===== config.mk =====
export PLATFORM = sky130hd
export DESIGN_NAME = accel_dispatcher_flat
export DESIGN_NICKNAME = d
export VERILOG_FILES = /design/src/rtl/accel_dispatcher_if.sv /design/src/rtl/accel_dispatcher.sv /design/src/flat_wrapper.sv
export SDC_FILE = /design/constraint.sdc
export NUM_CORES = 1
export LEC_CHECK = 0
export CORE_ASPECT_RATIO = 1.75
export CORE_MARGIN = 2
export CORE_UTILIZATION = 40
export CTS_BUF_LIST = sky130_fd_sc_hd__clkbuf_16
export DETAILED_ROUTE_END_ITERATION = 12
export PLACE_DENSITY_LB_ADDON = 0.15
export RECOVER_POWER = 25
export SLEW_MARGIN = 0
export SYNTH_ARGS = -nofsm -noshare
export SYNTH_HDL_FRONTEND = slang
export SYNTH_SLANG_ARGS = --single-unit
export TNS_END_PERCENT = 100

===== constraint.sdc =====
create_clock -name clk_i -period 4.59 [get_ports clk_i]
set_clock_uncertainty 0.2 [all_clocks]
set_input_delay 0.918 -clock clk_i [delete_from_list [all_inputs] [get_ports clk_i]]
set_output_delay 0.918 -clock clk_i [all_outputs]
set_load 0.02 [all_outputs]

===== src/rtl/accel_dispatcher_if.sv =====
// Bundle of every non-clock/reset signal of accel_dispatcher.
//   s_*   : job stream into the dispatcher (valid/ready), operands a and b
//   m_*   : result stream out of the dispatcher (valid/ready), y and abort flag
//   acc_* : wires to the 8-bit sqrt/cbrt accelerator (start strobe, operands, busy, y)
//   busy  : dispatcher has queued or in-flight work
// Modport slave is the dispatcher's view (it is the slave of the job stream);
// modport master is the view of the environment that feeds it and hosts the accelerator.
`timescale 1ns/1ps
interface accel_dispatcher_if;
  logic       s_valid;
  logic       s_ready;
  logic [7:0] s_a;
  logic [7:0] s_b;
  logic       m_valid;
  logic       m_ready;
  logic [7:0] m_y;
  logic       m_err;
  logic       acc_start;
  logic [7:0] acc_a;
  logic [7:0] acc_b;
  logic       acc_busy;
  logic [7:0] acc_y;
  logic       busy;

  modport slave (
    input  s_valid, s_a, s_b, m_ready, acc_busy, acc_y,
    output s_ready, m_valid, m_y, m_err, acc_start, acc_a, acc_b, busy
  );

  modport master (
    output s_valid, s_a, s_b, m_ready, acc_busy, acc_y,
    input  s_ready, m_valid, m_y, m_err, acc_start, acc_a, acc_b, busy
  );
endinterface


===== src/rtl/accel_dispatcher.sv =====
// accel_dispatcher: feeds (a,b) jobs to an 8-bit accelerator computing
// y = floor(sqrt(a + cbrt(b))), whose reset input doubles as its start strobe.
// Jobs are queued in a FIFO_DEPTH-entry FIFO, issued one at a time with a one-cycle
// start pulse, and results are returned in order.
// Ports:
//   clk_i  : clock, rising edge
//   rst_i  : synchronous active-high reset; also forces acc_start high so the
//            accelerator is re-initialised together with the dispatcher
//   bus    : accel_dispatcher_if.slave
//            s_valid/s_ready/s_a/s_b         job input
//            m_valid/m_ready/m_y/m_err       result output
//            acc_start/acc_a/acc_b           to accelerator (rst_i, a_in, b_in)
//            acc_busy/acc_y                  from accelerator (busy_out, y_out)
//            busy                            FIFO non-empty or FSM not idle
// Build option: define ACC_DISPATCH_TIMEOUT_EN to add a WAIT watchdog that aborts a job
// after TIMEOUT_CYCLES WAIT cycles and returns y=8'hFF with m_err=1. Without it m_err is 0
// and WAIT waits indefinitely.
`timescale 1ns/1ps
module accel_dispatcher #(
  parameter int unsigned FIFO_DEPTH     = 4,
  parameter int unsigned TIMEOUT_CYCLES = 255
) (
  input  logic               clk_i,
  input  logic               rst_i,
  accel_dispatcher_if.slave  bus
);

  localparam int unsigned PtrW = $clog2(FIFO_DEPTH);
  localparam int unsigned CntW = PtrW + 1;

  if (FIFO_DEPTH < 2 || (FIFO_DEPTH & (FIFO_DEPTH - 1)) != 0 || TIMEOUT_CYCLES == 0)
  begin : g_param_check
    $error("accel_dispatcher: FIFO_DEPTH must be a power of 2 >= 2, TIMEOUT_CYCLES > 0");
  end

  typedef enum logic [2:0] {StIdle, StStart, StWait, StOut, StFlush} state_e;

  state_e          state_q;
  logic [7:0]      fifo_a_q [FIFO_DEPTH];
  logic [7:0]      fifo_b_q [FIFO_DEPTH];
  logic [PtrW-1:0] wr_ptr_q, rd_ptr_q;
  logic [CntW-1:0] count_q;
  logic            full, empty, push, pop;

  logic            start_q;
  logic            first_q;   // first WAIT cycle: accelerator busy may still be rising
  logic [7:0]      acc_a_q, acc_b_q;
  logic            m_valid_q;
  logic [7:0]      m_y_q;

  // FIFO status is based on the registered count only, so a job pushed into an
  // empty FIFO cannot be popped in the same cycle and a pop never frees a slot
  // for a same-cycle push.
  assign full  = (count_q == CntW'(FIFO_DEPTH));
  assign empty = (count_q == '0);
  assign push  = bus.s_valid & bus.s_ready;
  assign pop   = (state_q == StIdle) & ~empty;

  always_ff @(posedge clk_i) begin
    if (rst_i) begin
      wr_ptr_q <= '0;
      rd_ptr_q <= '0;
      count_q  <= '0;
    end else begin
      if (push) wr_ptr_q <= wr_ptr_q + 1'b1;
      if (pop)  rd_ptr_q <= rd_ptr_q + 1'b1;
      case ({push, pop})
        2'b10:   count_q <= count_q + 1'b1;
        2'b01:   count_q <= count_q - 1'b1;
        default: ;
      endcase
    end
  end

  // Storage needs no reset: entries are only read after being written.
  always_ff @(posedge clk_i) begin
    if (push) begin
      fifo_a_q[wr_ptr_q] <= bus.s_a;
      fifo_b_q[wr_ptr_q] <= bus.s_b;
    end
  end

`ifdef ACC_DISPATCH_TIMEOUT_EN
  localparam int unsigned TmrW = $clog2(TIMEOUT_CYCLES + 1);

  logic [TmrW-1:0] timer_q;
  logic            m_err_q;
  logic            timeout;

  // timer_q counts completed WAIT cycles, so this fires in the TIMEOUT_CYCLES-th one.
  assign timeout = (timer_q == TmrW'(TIMEOUT_CYCLES - 1));
  assign bus.m_err = m_err_q;
`else
  assign bus.m_err = 1'b0;
`endif

  always_ff @(posedge clk_i) begin
    if (rst_i) begin
      state_q   <= StFlush;
      start_q   <= 1'b0;
      first_q   <= 1'b0;
      acc_a_q   <= '0;
      acc_b_q   <= '0;
      m_valid_q <= 1'b0;
      m_y_q     <= '0;
`ifdef ACC_DISPATCH_TIMEOUT_EN
      timer_q   <= '0;
      m_err_q   <= 1'b0;
`endif
    end else begin
      unique case (state_q)
        StFlush: begin
          // Let the accelerator finish whatever the reset left running; its y is dropped.
          if (!bus.acc_busy) state_q <= StIdle;
        end
        StIdle: begin
          if (pop) begin
            acc_a_q <= fifo_a_q[rd_ptr_q];
            acc_b_q <= fifo_b_q[rd_ptr_q];
            start_q <= 1'b1;
            state_q <= StStart;
          end
        end
        StStart: begin
          start_q <= 1'b0;
          first_q <= 1'b1;
`ifdef ACC_DISPATCH_TIMEOUT_EN
          timer_q <= '0;
`endif
          state_q <= StWait;
        end
        StWait: begin
          first_q <= 1'b0;
`ifdef ACC_DISPATCH_TIMEOUT_EN
          timer_q <= timer_q + 1'b1;
`endif
          if (!first_q && !bus.acc_busy) begin
            m_y_q     <= bus.acc_y;
            m_valid_q <= 1'b1;
            state_q   <= StOut;
          end
`ifdef ACC_DISPATCH_TIMEOUT_EN
          else if (timeout) begin
            // Abandon the job; the next start pulse re-initialises the accelerator.
            m_y_q     <= 8'hFF;
            m_err_q   <= 1'b1;
            m_valid_q <= 1'b1;
            state_q   <= StOut;
          end
`endif
        end
        StOut: begin
          if (bus.m_ready) begin
            m_valid_q <= 1'b0;
`ifdef ACC_DISPATCH_TIMEOUT_EN
            m_err_q   <= 1'b0;
`endif
            state_q   <= StIdle;
          end
        end
        default: state_q <= StFlush;
      endcase
    end
  end

  assign bus.s_ready   = ~rst_i & ~full;
  assign bus.acc_start = rst_i | start_q;
  assign bus.acc_a     = acc_a_q;
  assign bus.acc_b     = acc_b_q;
  assign bus.m_valid   = m_valid_q;
  assign bus.m_y       = m_y_q;
  assign bus.busy      = ~empty | (state_q != StIdle);

endmodule


===== src/flat_wrapper.sv =====
// flat-port wrapper written by rule: the top's interface ports become plain ports
module accel_dispatcher_flat 
#(
  parameter int unsigned FIFO_DEPTH     = 4,
  parameter int unsigned TIMEOUT_CYCLES = 255
)
  (clk_i, rst_i, bus_s_valid, bus_s_a, bus_s_b, bus_m_ready, bus_acc_busy, bus_acc_y, bus_s_ready, bus_m_valid, bus_m_y, bus_m_err, bus_acc_start, bus_acc_a, bus_acc_b, bus_busy);
  accel_dispatcher_if bus_i ();
  input  logic clk_i;
  input  logic rst_i;
  input wire logic [$bits(bus_i.s_valid)-1:0] bus_s_valid;
  input wire logic [$bits(bus_i.s_a)-1:0] bus_s_a;
  input wire logic [$bits(bus_i.s_b)-1:0] bus_s_b;
  input wire logic [$bits(bus_i.m_ready)-1:0] bus_m_ready;
  input wire logic [$bits(bus_i.acc_busy)-1:0] bus_acc_busy;
  input wire logic [$bits(bus_i.acc_y)-1:0] bus_acc_y;
  output wire logic [$bits(bus_i.s_ready)-1:0] bus_s_ready;
  output wire logic [$bits(bus_i.m_valid)-1:0] bus_m_valid;
  output wire logic [$bits(bus_i.m_y)-1:0] bus_m_y;
  output wire logic [$bits(bus_i.m_err)-1:0] bus_m_err;
  output wire logic [$bits(bus_i.acc_start)-1:0] bus_acc_start;
  output wire logic [$bits(bus_i.acc_a)-1:0] bus_acc_a;
  output wire logic [$bits(bus_i.acc_b)-1:0] bus_acc_b;
  output wire logic [$bits(bus_i.busy)-1:0] bus_busy;
  assign bus_i.s_valid = bus_s_valid;
  assign bus_i.s_a = bus_s_a;
  assign bus_i.s_b = bus_s_b;
  assign bus_i.m_ready = bus_m_ready;
  assign bus_i.acc_busy = bus_acc_busy;
  assign bus_i.acc_y = bus_acc_y;
  assign bus_s_ready = bus_i.s_ready;
  assign bus_m_valid = bus_i.m_valid;
  assign bus_m_y = bus_i.m_y;
  assign bus_m_err = bus_i.m_err;
  assign bus_acc_start = bus_i.acc_start;
  assign bus_acc_a = bus_i.acc_a;
  assign bus_acc_b = bus_i.acc_b;
  assign bus_busy = bus_i.busy;
  accel_dispatcher #(.FIFO_DEPTH(FIFO_DEPTH), .TIMEOUT_CYCLES(TIMEOUT_CYCLES)) u_core (.clk_i(clk_i), .rst_i(rst_i), .bus(bus_i));
endmodule

=== Word level (Yosys, flattened, before mapping) ===
Memory sizes are Yosys's and may differ from the RTL's. A register that Yosys moved wholly into a read port is not among the register bits.
Index checks and enable logic that the tools add are counted.

* Memory bits (read-only): 0
* Output and inout bits: 29
* Memory bits (writable): 64
* Register bits after elaboration: 21
* Bits of input ports: 29
* Word-level logic and storage cells: 62
* Memories kept: 2
* Bits in latches: 0

* Add/subtract/negate cells: 4
* Shift operators: 0
* Multiply operators: 0
* Magnitude comparators: 0
* Reduce and logical (&&, ||, !) cells: 15
* Divide/modulo/power cells: 0
* Bitwise operators: 8
* Equality and inequality tests: 11
* Multiplexer cells: 14

{| class="wikitable"
|+ Memories
! memory !! depth !! bits a word !! rd ports !! clocked after memory_dff !! write ports !! RTL line !! RTL
|-
| u_core.fifo_a_q || 4 || 8 || 1 || 1 || 1 || accel_dispatcher.sv:39 || <nowiki>logic [7:0] fifo_a_q [FIFO_DEPTH];</nowiki>
|-
| u_core.fifo_b_q || 4 || 8 || 1 || 1 || 1 || accel_dispatcher.sv:40 || <nowiki>logic [7:0] fifo_b_q [FIFO_DEPTH];</nowiki>
|}

{| class="wikitable"
|+ Operator list
! kind !! count
|-
| 3-bit one-hot mux with 5 select lines || 1
|-
| 3-bit 2-to-1 mux || 4
|-
| 2-bit nonzero test || 4
|-
| 3-bit by 2-bit equality test with 1-bit output (second input constant) || 2
|-
| 3-bit equality test (second input constant) || 2
|-
| 3-bit logical NOT || 2
|-
| 1-bit one-hot mux with 2 select lines || 3
|-
| 3-bit one-hot mux with 2 select lines || 1
|-
| 2-bit AND reduction || 3
|-
| 1-bit 2-to-1 mux || 5
|-
| 2-bit by 1-bit adder with 2-bit output (second input constant) || 2
|-
| 2-bit by 1-bit inequality test with 1-bit output (second input constant) || 2
|-
| 2-bit inequality test (second input constant) || 2
|-
| 4-bit AND reduction || 1
|-
| 3-bit by 1-bit adder with 3-bit output (second input constant) || 1
|-
| 1-bit AND || 3
|-
| 3-bit by 1-bit equality test with 1-bit output (second input constant) || 1
|-
| 1-bit inverter || 3
|-
| 3-bit AND reduction || 1
|-
| 3-bit nonzero test || 1
|-
| 3-bit by 1-bit subtractor with 3-bit output (second input constant) || 1
|-
| 2-bit by 1-bit equality test with 1-bit output (second input constant) || 1
|-
| 2-bit equality test (second input constant) || 1
|-
| 1-bit logical NOT || 2
|-
| other kinds (2) || 3
|}

=== Logic depth before layout (Yosys ltp) ===
Gate-level depths: netlist (run 1).

* Word-level depth: 6
* Depth in mapped cells: 10
* Gate-level depth less buffers: 9

=== Worst setup path after synthesis (run 1) ===
No wires, ideal clock.

* Path type: input to output
* Start point: in rst_i
* End point: out bus_s_ready
* Path buffers: 2
* Slack: 1.850 ns
* Arrival: 1.622 ns
* Data required time: 3.472 ns
* Cell stages on the path: 3
* Cells stage by stage: clkbuf_1 -> clkbuf_1 -> nor2_1

* Cells in the longest elaborated chain, start to end: 2

{| class="wikitable"
|+ RTL lines
! item !! RTL line !! RTL
|-
| start: declaration || flat_wrapper.sv:10 || <nowiki>input logic rst_i;</nowiki>
|-
| 1-bit inverter || accel_dispatcher.sv:166 || <nowiki>assign bus.s_ready = ~rst_i & ~full;</nowiki>
|-
| 1-bit AND || accel_dispatcher.sv:166 ||
|-
| end: declaration || flat_wrapper.sv:17 || <nowiki>output wire logic [$bits(bus_i.s_ready)-1:0] bus_s_ready;</nowiki>
|}

Every way passes these cells.

=== Final worst setup path (run 1) ===
* Start point: in rst_i
* End point: out bus_acc_start

* Cells in the longest elaborated chain, start to end: 1

{| class="wikitable"
|+ RTL lines
! item !! RTL line !! RTL
|-
| 1-bit OR || accel_dispatcher.sv:167 || <nowiki>assign bus.acc_start = rst_i | start_q;</nowiki>
|-
| end: declaration || flat_wrapper.sv:21 || <nowiki>output wire logic [$bits(bus_i.acc_start)-1:0] bus_acc_start;</nowiki>
|}

Every way passes these cells.

==> results summary, run 1 <==
The run finished with clean final reports. For this run the aggregate overflow at the end of global routing stands at 0. The count of cell types in the netlist is 37. The area inside the core boundary came out at approximately 0.01 sq mm. The endpoint identified for the worst register-to-register timing path is u_core.count_q[2]$_SDFFE_PP0P_. The starting density of the core is between 40 and 50%. The critical path goes through clkdlybuf4s50_1 > or2_2 > clkdlybuf4s50_1. The maximum clock path buffer count came out at 2. For this run, design rule violations remaining after detail routing come to 0. The tightest min-delay check is of the flop to flop type. By area the synthesized netlist is led by sky130_fd_sc_hd__edfxtp_1, sky130_fd_sc_hd__dfxtp_1, sky130_fd_sc_hd__mux4_2.

The post-route fraction of the period consumed by the critical path is about 78%. The post-route total power came out at 2.06 mW. The async set-reset flop share out of synthesis is 0%. Together, buffers and inverters on the worst path number 2.

The worst setup path is captured at an output port. In this design, the critical path's most frequently occurring cell is sky130_fd_sc_hd__clkdlybuf4s50_1. The floorplan row count is 48. The count of hold buffers inserted by post-cts repair came out at 0. The worst setup path is launched from an input pin.

The number of max-cap violations is 0. After synthesis the cells add up to 0.00396 sq mm. Entering global routing, the biggest net connects 30 pins. Global routing consumed, over all layers together, 15.4% of the routing resources. The die outline height is 136 um.

For this block, the initial DRC count from the detailed router was about 110. The congestion estimate from routability-driven global placement came to approximately 0.76. The library cell with the largest summed area after synthesis is sky130_fd_sc_hd__edfxtp_1.

The fraction of synthesized cell area taken by the top area cell type is between 40 and 50%. The slowest stage of the critical path belongs to the cell sky130_fd_sc_hd__clkdlybuf4s50_1. The number of setup buffers added after CTS is 0. Measured in cells, the most critical reg-to-reg path has a length of 8. The worst setup path is of the input pin to output port kind. The maximum clock frequency came out at about 280 MHz. Leaving out fill and tap cells, the most frequent cells in the layout are sky130_fd_sc_hd__edfxtp_1, sky130_fd_sc_hd__clkdlybuf4s50_1, sky130_fd_sc_hd__dfxtp_1, sky130_fd_sc_hd__o21ai_0, sky130_fd_sc_hd__a21oi_1. The count of buffers from port buffering came out at 56.

The area growth from synthesis to layout is 23.2%. The detailed-routing iteration count for the pre-antenna-repair pass came out at 4. Clock tree synthesis selected as its root buffer the cell sky130_fd_sc_hd__clkbuf_16. The final number of max-transition violations came to 0. The biggest fanout along the worst timing path came out at 11.

The worst slew margin relative to its limit came out at a little over two fifths. The number of global-route vias before repair came out at 2394. The count of antenna diodes in the layout came out at 0. The final number of setup-violating endpoints came out at 0. The final net count is 365.

The fraction of final layout cells with drive strength greater than 1 came out at between 10% and 20%. The number of levels the H-tree was split into is 3. The power density over the cells came out at between 400 and 500 mW/mm^2. Summing over every cut layer, the via total after detailed routing is 2369. The worst hold slack is around 0.27 ns.

The initial antenna violation count is 0. The number of instances in the synthesized netlist is around 280. In the final routed layout, each cell accounts on average for 16.6 um. The die outline width is 79.2 um. Setup repair after global routing left no endpoint under its margin. The most used flip-flop cell after synthesis is sky130_fd_sc_hd__edfxtp_1.

For hold timing, the worst endpoint is u_core.bus.m_y[6]$_SDFFE_PP0P_. The required time of the critical path came out at 3.47 ns. The net count of the mapped netlist is around 320. The number of sinks driven by the clock tree is 101. The hold path startpoint is u_core.bus.m_y[6]$_SDFFE_PP0P_. The worst setup path startpoint is rst_i. Summing the sequential cell areas from Yosys gives 67.3% of the chip area. For this block, the routed nets add up to approximately 7600 um of wire. After layout, the minimum clock period comes to around 3.6 ns. The peak supply drop came out at between 0.2 and 0.25 mV. The library cell used most frequently in the layout, excluding fill and tap cells, is sky130_fd_sc_hd__edfxtp_1. The clock buffer count from CTS came out at 9. The slew at the pin closest to its max-slew limit is approximately 0.86 ns. The first-pass GRT wire length is ~12000 um. The sum of negative setup slack came out at 0 ns. For this run, the number of Yosys warnings is 0. For this run, the slowest stage of the critical path takes 0.61 ns.

The number of primary I/O pins is 58. The number of enable-type register cells in the synthesized netlist came out at 64. The total die area came out at between 0.01 and 0.015 sq mm. The per-instance average area after synthesis is 14.1 sq um.

In this run, synthesis produced a sequential element count of between 100 and 150. Broken down by cell family, the worst path's largest delay share belongs to buffers and inverters. At the worst endpoint, the arrival time is 2.45 ns. In this run the static leakage power is approximately 1.5 nW. The placed wire-length estimate after detailed placement came out at slightly above 5000 um. The TritonCTS clock tree is yes.

The cell depth of the worst hold path came out at 2. The count of cells resized by post-cts repair came out at 0. The worst setup slack for register-to-register paths came out at 1.80 ns.

After detailed routing, the number of vias per cell comes to ~5.2. The clock-pin slew of the registers on the worst-case setup and hold paths is ~0.060 ns. Once detail routing completed, the nets flagged for antenna violations numbered 0. The latest clock arrival within the worst-skew pair is approximately 0.34 ns. The count of endpoints failing hold in the final timing report came out at 0. The startpoint identified for the worst register-to-register timing path is u_core.state_q[0]$_SDFFE_PP0P_.
-- cell usage after synthesis (2+ instances only) --
master / number
sky130_fd_sc_hd__a21oi_1: 29
sky130_fd_sc_hd__and2_1: 4
sky130_fd_sc_hd__buf_2: 5
sky130_fd_sc_hd__buf_4: 3
sky130_fd_sc_hd__buf_6: 2
sky130_fd_sc_hd__clkbuf_1: 12
sky130_fd_sc_hd__dfxtp_1: 37
sky130_fd_sc_hd__edfxtp_1: 64
sky130_fd_sc_hd__ha_1: 5
sky130_fd_sc_hd__inv_1: 10
sky130_fd_sc_hd__mux4_2: 16
sky130_fd_sc_hd__nand2_1: 3
sky130_fd_sc_hd__nand3_1: 24
sky130_fd_sc_hd__nor2_1: 10
sky130_fd_sc_hd__nor3b_1: 2
sky130_fd_sc_hd__o21ai_0: 30
sky130_fd_sc_hd__or3_1: 4
sky130_fd_sc_hd__xor2_1: 2
-- per-layer routing --
metal	wire, um	track usage [%]
met1	2980	17.0
met2	4210	27.7
met3	311	4.67
met4	104	5.46
met5	0	0
-- kinds of logic after synthesis --
| kind of cell | synth area share [%] |
|---|---|
| muxes | 9.64 |
| and+or+nand+nor | 7.59 |
| adders and majority gates | 2.09 |
| xor gates and xnor gates | 0.443 |
| AOI/OAI and AO/OA | 9.01 |
| other | 0.0948 |
| buffers and inverters | 3.86 |
| DFF | 67.3 |
-- per-stage QoR --
step | instances | area [sq um] | setup slack (ns) | util, %
floorplan | 281 | 3960 | 1.85 | -
global placement | 444 | 4590 | 0.949 | 47.2
detailed placement | 444 | 4590 | 0.913 | 47.2
CTS | 459 | 4880 | 1.01 | 50.1
global route | 459 | 4880 | 0.972 | 50.1
finish | 459 | 4880 | 1.02 | 50.1
-- worst reg2reg max path: stages (launching register included) --
cell	delay, ns
sky130_fd_sc_hd__dfxtp_1	0.48
sky130_fd_sc_hd__or3_4	0.55
sky130_fd_sc_hd__nor2_1	0.23
sky130_fd_sc_hd__ha_1	0.22
sky130_fd_sc_hd__inv_1	0.06
sky130_fd_sc_hd__fa_1	0.37
sky130_fd_sc_hd__xor2_1	0.16
sky130_fd_sc_hd__or3_1	0.32
sky130_fd_sc_hd__a21oi_1	0.14
-- sequential cells by signal, summed over array words and instances (netlist names) --
signal / flops
u_core.state_q: 3
u_core.wr_ptr_q: 2
u_core.bus.m_y: 8
u_core.rd_ptr_q: 2
u_core.count_q: 3
u_core.start_q: 1
u_core.bus.acc_a: 8
u_core.bus.m_valid: 1
u_core.bus.acc_b: 8
u_core.first_q: 1
u_core.fifo_a_q: 32
u_core.fifo_b_q: 32
-- worst max path at each step --
stage / endpoint / cells after the start
after CTS: bus_acc_start / 3
after floorplan: bus_s_ready / 3
after global routing: bus_acc_start / 3
after detailed placement: u_core.fifo_b_q[2][6]$_DFFE_PP_ / 3
final: bus_acc_start / 3
after global placement: u_core.fifo_a_q[0][2]$_DFFE_PP_ / 3
-- final cells by class --
| type | count | area, sq um |
|---|---|---|
| multi-input cells | 148 | 1150 |
| inverters | 10 | 37.5 |
| repair buffers | 60 | 591 |
| clock buffers | 9 | 225 |
| well taps | 125 | 156 |
| clock inverters | 6 | 57.6 |
| flip-flops and latches | 101 | 2660 |
| fillers | 860 | 4850 |
-- report_power, final --
| group | internal, mW | leakage, nW | switching, mW |
|---|---|---|---|
| clock | 0.414 | 0.142 | 0.306 |
| combinational | 0.129 | 0.524 | 0.171 |
| sequential | 1.01 | 0.881 | 0.0290 |
| total | 1.56 | 1.55 | 0.506 |
No activity file was read; power rests on OpenSTA's default activity.
==> run 2: changes to the inputs <==
==> constraint.sdc (replaced) <==
create_clock -name clk_i -period 2.9 [get_ports clk_i]
set_clock_uncertainty 0.2 [all_clocks]
set_input_delay 0.58 -clock clk_i [delete_from_list [all_inputs] [get_ports clk_i]]
set_output_delay 0.58 -clock clk_i [all_outputs]
set_load 0.02 [all_outputs]
==> run 2 against run 1 <==
Sequential share of layout area shrank 0.73 points. Worst setup slack lost 0.84 ns. Count of clock-buffer cells in the layout is the same. Combinational power grew 62%. Cell area grew 1.4%. Register-to-register slack lost 1.5 ns. Critical path depth is the same. Flip-flop and latch count is the same. Die area is the same. First-iteration DRC count grew 20%. Cell count grew 2.2%.
==> results summary, run 2 (synthesis results as in run 1) <==
Result of the run: finished clean (unchanged). The final weighted congestion of routability-driven global placement is 0.773 (was 0.756). The relative area change from synthesis to final layout is 24.9% (was 23.2%). The routed wirelength normalized by instance count is 16.3 um (was 16.6 um).

The count of antenna diodes in the layout is 0 (unchanged). The count of buffers from port buffering came out at 56 (unchanged). The placed wire-length estimate after detailed placement came to 5130 um (was 5140 um). The number of primary I/O pins is 58 (unchanged).

The critical path class is input pin to output port (unchanged). The area inside the core boundary is 0.00973 sq mm (unchanged). Largest registers: u_core.fifo_a_q: 32 flops, u_core.fifo_b_q: 32 flops (unchanged). The power density over the cells is 662 mW/mm^2 (was 423 mW/mm^2). The longest individual stage delay on the worst path came out at 0.55 ns (was 0.61 ns). The setup slack at placement is 0.0907 ns (was 0.913 ns). The slew at the pin closest to its max-slew limit was 0.701 ns (was 0.863 ns). The final cell area excluding filler cells is 0.00494 sq mm (was 0.00488 sq mm). The die outline height came out at 136 um (unchanged).

The count of buffering cells on the critical path with inverters included is 2 (unchanged). The register area is 0.00266 sq mm (unchanged). The largest net degree at the start of global routing came out at 30 (unchanged).

The number of setup buffers added after CTS is 0 (unchanged). The remaining routing DRC violations came out at 0 (unchanged). The number of global-route vias before repair came out at 2456 (was 2394). The maximum clock frequency is around 370 MHz. The count of hold buffers inserted by post-cts repair is 0 (unchanged). The peak supply drop is 0.323 mV (was 0.221 mV).

The static power due to leakage came to 1.59 nW (was 1.55 nW). Crit-path cells: clkdlybuf4s50_1 > or2_2 > clkdlybuf4s50_1 (unchanged). The type of the most critical hold path is flop to flop (unchanged). The fraction of final layout cells with drive strength greater than 1 came to 14.8% (was 11.7%). The number of filler cells placed in the layout is 873 (was 860). The largest delay contributor family on the critical path is buffers and inverters (unchanged). Unrepaired setup endpoints after global routing: false (unchanged). The required time of the critical path came to 2.12 ns (was 3.47 ns).

The total die area is 0.0107 sq mm (unchanged). The latest clock arrival within the worst-skew pair is 0.34 ns (about the same). The worst slew margin relative to its limit is 53.3% (was 42.4%). The global routing usage summed across all routing layers came to 15.2% (was 15.4%). The routed wire length is 7640 um (was 7600 um). The residual antenna-violating net count after detailed routing came out at 0 (unchanged). The post-route fraction of the period consumed by the critical path came out at 93.6%. The floorplan row count is 48 (unchanged). The cell at the slowest stage of the critical path is sky130_fd_sc_hd__clkdlybuf4s50_1 (unchanged). Highest-count cells in the layout ignoring fill and taps: sky130_fd_sc_hd__edfxtp_1, sky130_fd_sc_hd__clkdlybuf4s50_1, sky130_fd_sc_hd__dfxtp_1, sky130_fd_sc_hd__o21ai_0, sky130_fd_sc_hd__a21oi_1 (unchanged). The kind of capture point of the worst setup path was an output port (unchanged). The final number of setup-violating endpoints was 0 (unchanged).

The via density per instance came out at 5.20 (was 5.16). The detailed-routing iteration count for the pre-antenna-repair pass was 4 (unchanged). The post-route core utilization is 50.8% (was 50.1%). The most common cell after layout, fill and taps aside is sky130_fd_sc_hd__edfxtp_1 (unchanged). The clock buffer count from CTS is 9 (unchanged).

The maximum clock path buffer count came out at 2 (unchanged). The sum of negative setup slack came out at 0 ns (unchanged). The clock tree root driver cell is sky130_fd_sc_hd__clkbuf_16 (unchanged).

The clock-pin slew of the registers on the worst-case setup and hold paths is 0.07 ns (was 0.06 ns). The number of levels the H-tree was split into came out at 3 (unchanged). The most repeated library cell on the critical path is sky130_fd_sc_hd__clkdlybuf4s50_1 (unchanged). The detailed-route via count is 2441 (was 2369). The post-layout worst setup margin came out at 0.184 ns (was 1.02 ns). The placement-stage cell area came out at 0.00466 sq mm (was 0.00459 sq mm).

The initial antenna violation count came out at 0 (unchanged). The final number of max-transition violations is 0 (unchanged). The first-pass GRT wire length is 12400 um (was 12300 um). The count of cells resized by post-cts repair is 0 (unchanged). The startpoint class of the critical path is an input pin (unchanged). The biggest fanout along the worst timing path is 5 (was 11). The TritonCTS clock tree is yes (unchanged). The number of DRC markers after the initial detailed-route iteration is 126 (was 105). The data arrival time of the worst path is 1.94 ns (was 2.45 ns).

The number of max-cap violations is 0 (unchanged). The shortest period the worst path allows is between 2 and 3 ns. The starting density of the core is 40.7% (unchanged).

The area of the multi-input gates came to 0.00115 sq mm (unchanged). The final net count came out at 374 (was 365). The die outline width was 79.2 um (unchanged). The count of endpoints failing hold in the final timing report was 0 (unchanged). The number of sinks driven by the clock tree came out at 101 (unchanged). The total global routing overflow is 0 (unchanged).
[run 2: path summary, 6_finish.rpt]
kind | start | end | slack [ns] | cells past startpoint
min | u_core.bus.m_y[6]$_SDFFE_PP0P_ | u_core.bus.m_y[6]$_SDFFE_PP0P_ | 0.28 | 2
max reg2reg | u_core.state_q[2]$_SDFFE_PP1P_ | u_core.count_q[2]$_SDFFE_PP0P_ | 0.29 | 8
max | rst_i | bus_acc_start | 0.18 | 3
min reg2reg | u_core.bus.m_y[6]$_SDFFE_PP0P_ | u_core.bus.m_y[6]$_SDFFE_PP0P_ | 0.28 | 2
[run 2: power by group]
group	switching [mW]	total (mW)	internal, mW
registers	0.0391	1.64	1.60
logic	0.277	0.487	0.210
clock network	0.546	1.14	0.594
total	0.862	3.27	2.41
[run 2: area by class of cell]
class	count	area share, %
clock buffer	9	4.56
timing repair buffer	69	13.3
clock inverter	7	1.14
inverter	10	0.759
multi-input combinational	148	23.2
tap	125	3.16
sequential	101	53.9
[run 2: metal layers]
| metal | up-vias | share of wire, % | global-route usage, % | wire length, um |
|---|---|---|---|---|
| met1 | 1213 | 41 | 17.7 | 3160 |
| met3 | 7 | 4.2 | 3.47 | 322 |
| met5 | - | 0 | 0 | 0 |
| li1 | 1167 | - | - | - |
| met4 | 0 | 1.4 | 6.03 | 109 |
| met2 | 54 | 53 | 26.9 | 4050 |
[run 2: through the flow]
| stage | power, mW | cells | hold WS (ns) |
|---|---|---|---|
| final | 3.27 | 469 | 0.277 |
| after global routing | 3.43 | 469 | 0.304 |
| after CTS | 3.32 | 469 | 0.277 |
| after detailed placement | 2.18 | 453 | 0.267 |
| after global placement | 2.17 | 453 | 0.260 |
| after floorplan | 1.98 | 281 | 0.275 |
[run 2: tightest hold or removal path: stages (launching register included)]
cell and delay [ns]:
sky130_fd_sc_hd__dfxtp_1 0.31, sky130_fd_sc_hd__o21ai_0 0.06, sky130_fd_sc_hd__a21oi_1 0.06
==> run 3: changes to the inputs <==
--- a/config.mk
+++ b/config.mk
@@ -5,6 +5,7 @@
 export SDC_FILE = /design/constraint.sdc
 export NUM_CORES = 1
 export LEC_CHECK = 0
+export ABC_AREA = 0
 export CORE_ASPECT_RATIO = 1.75
 export CORE_MARGIN = 2
 export CORE_UTILIZATION = 40
==> results of run 3 <==
Same layout as run 2: the final DEF is identical, and so are final timing and power.
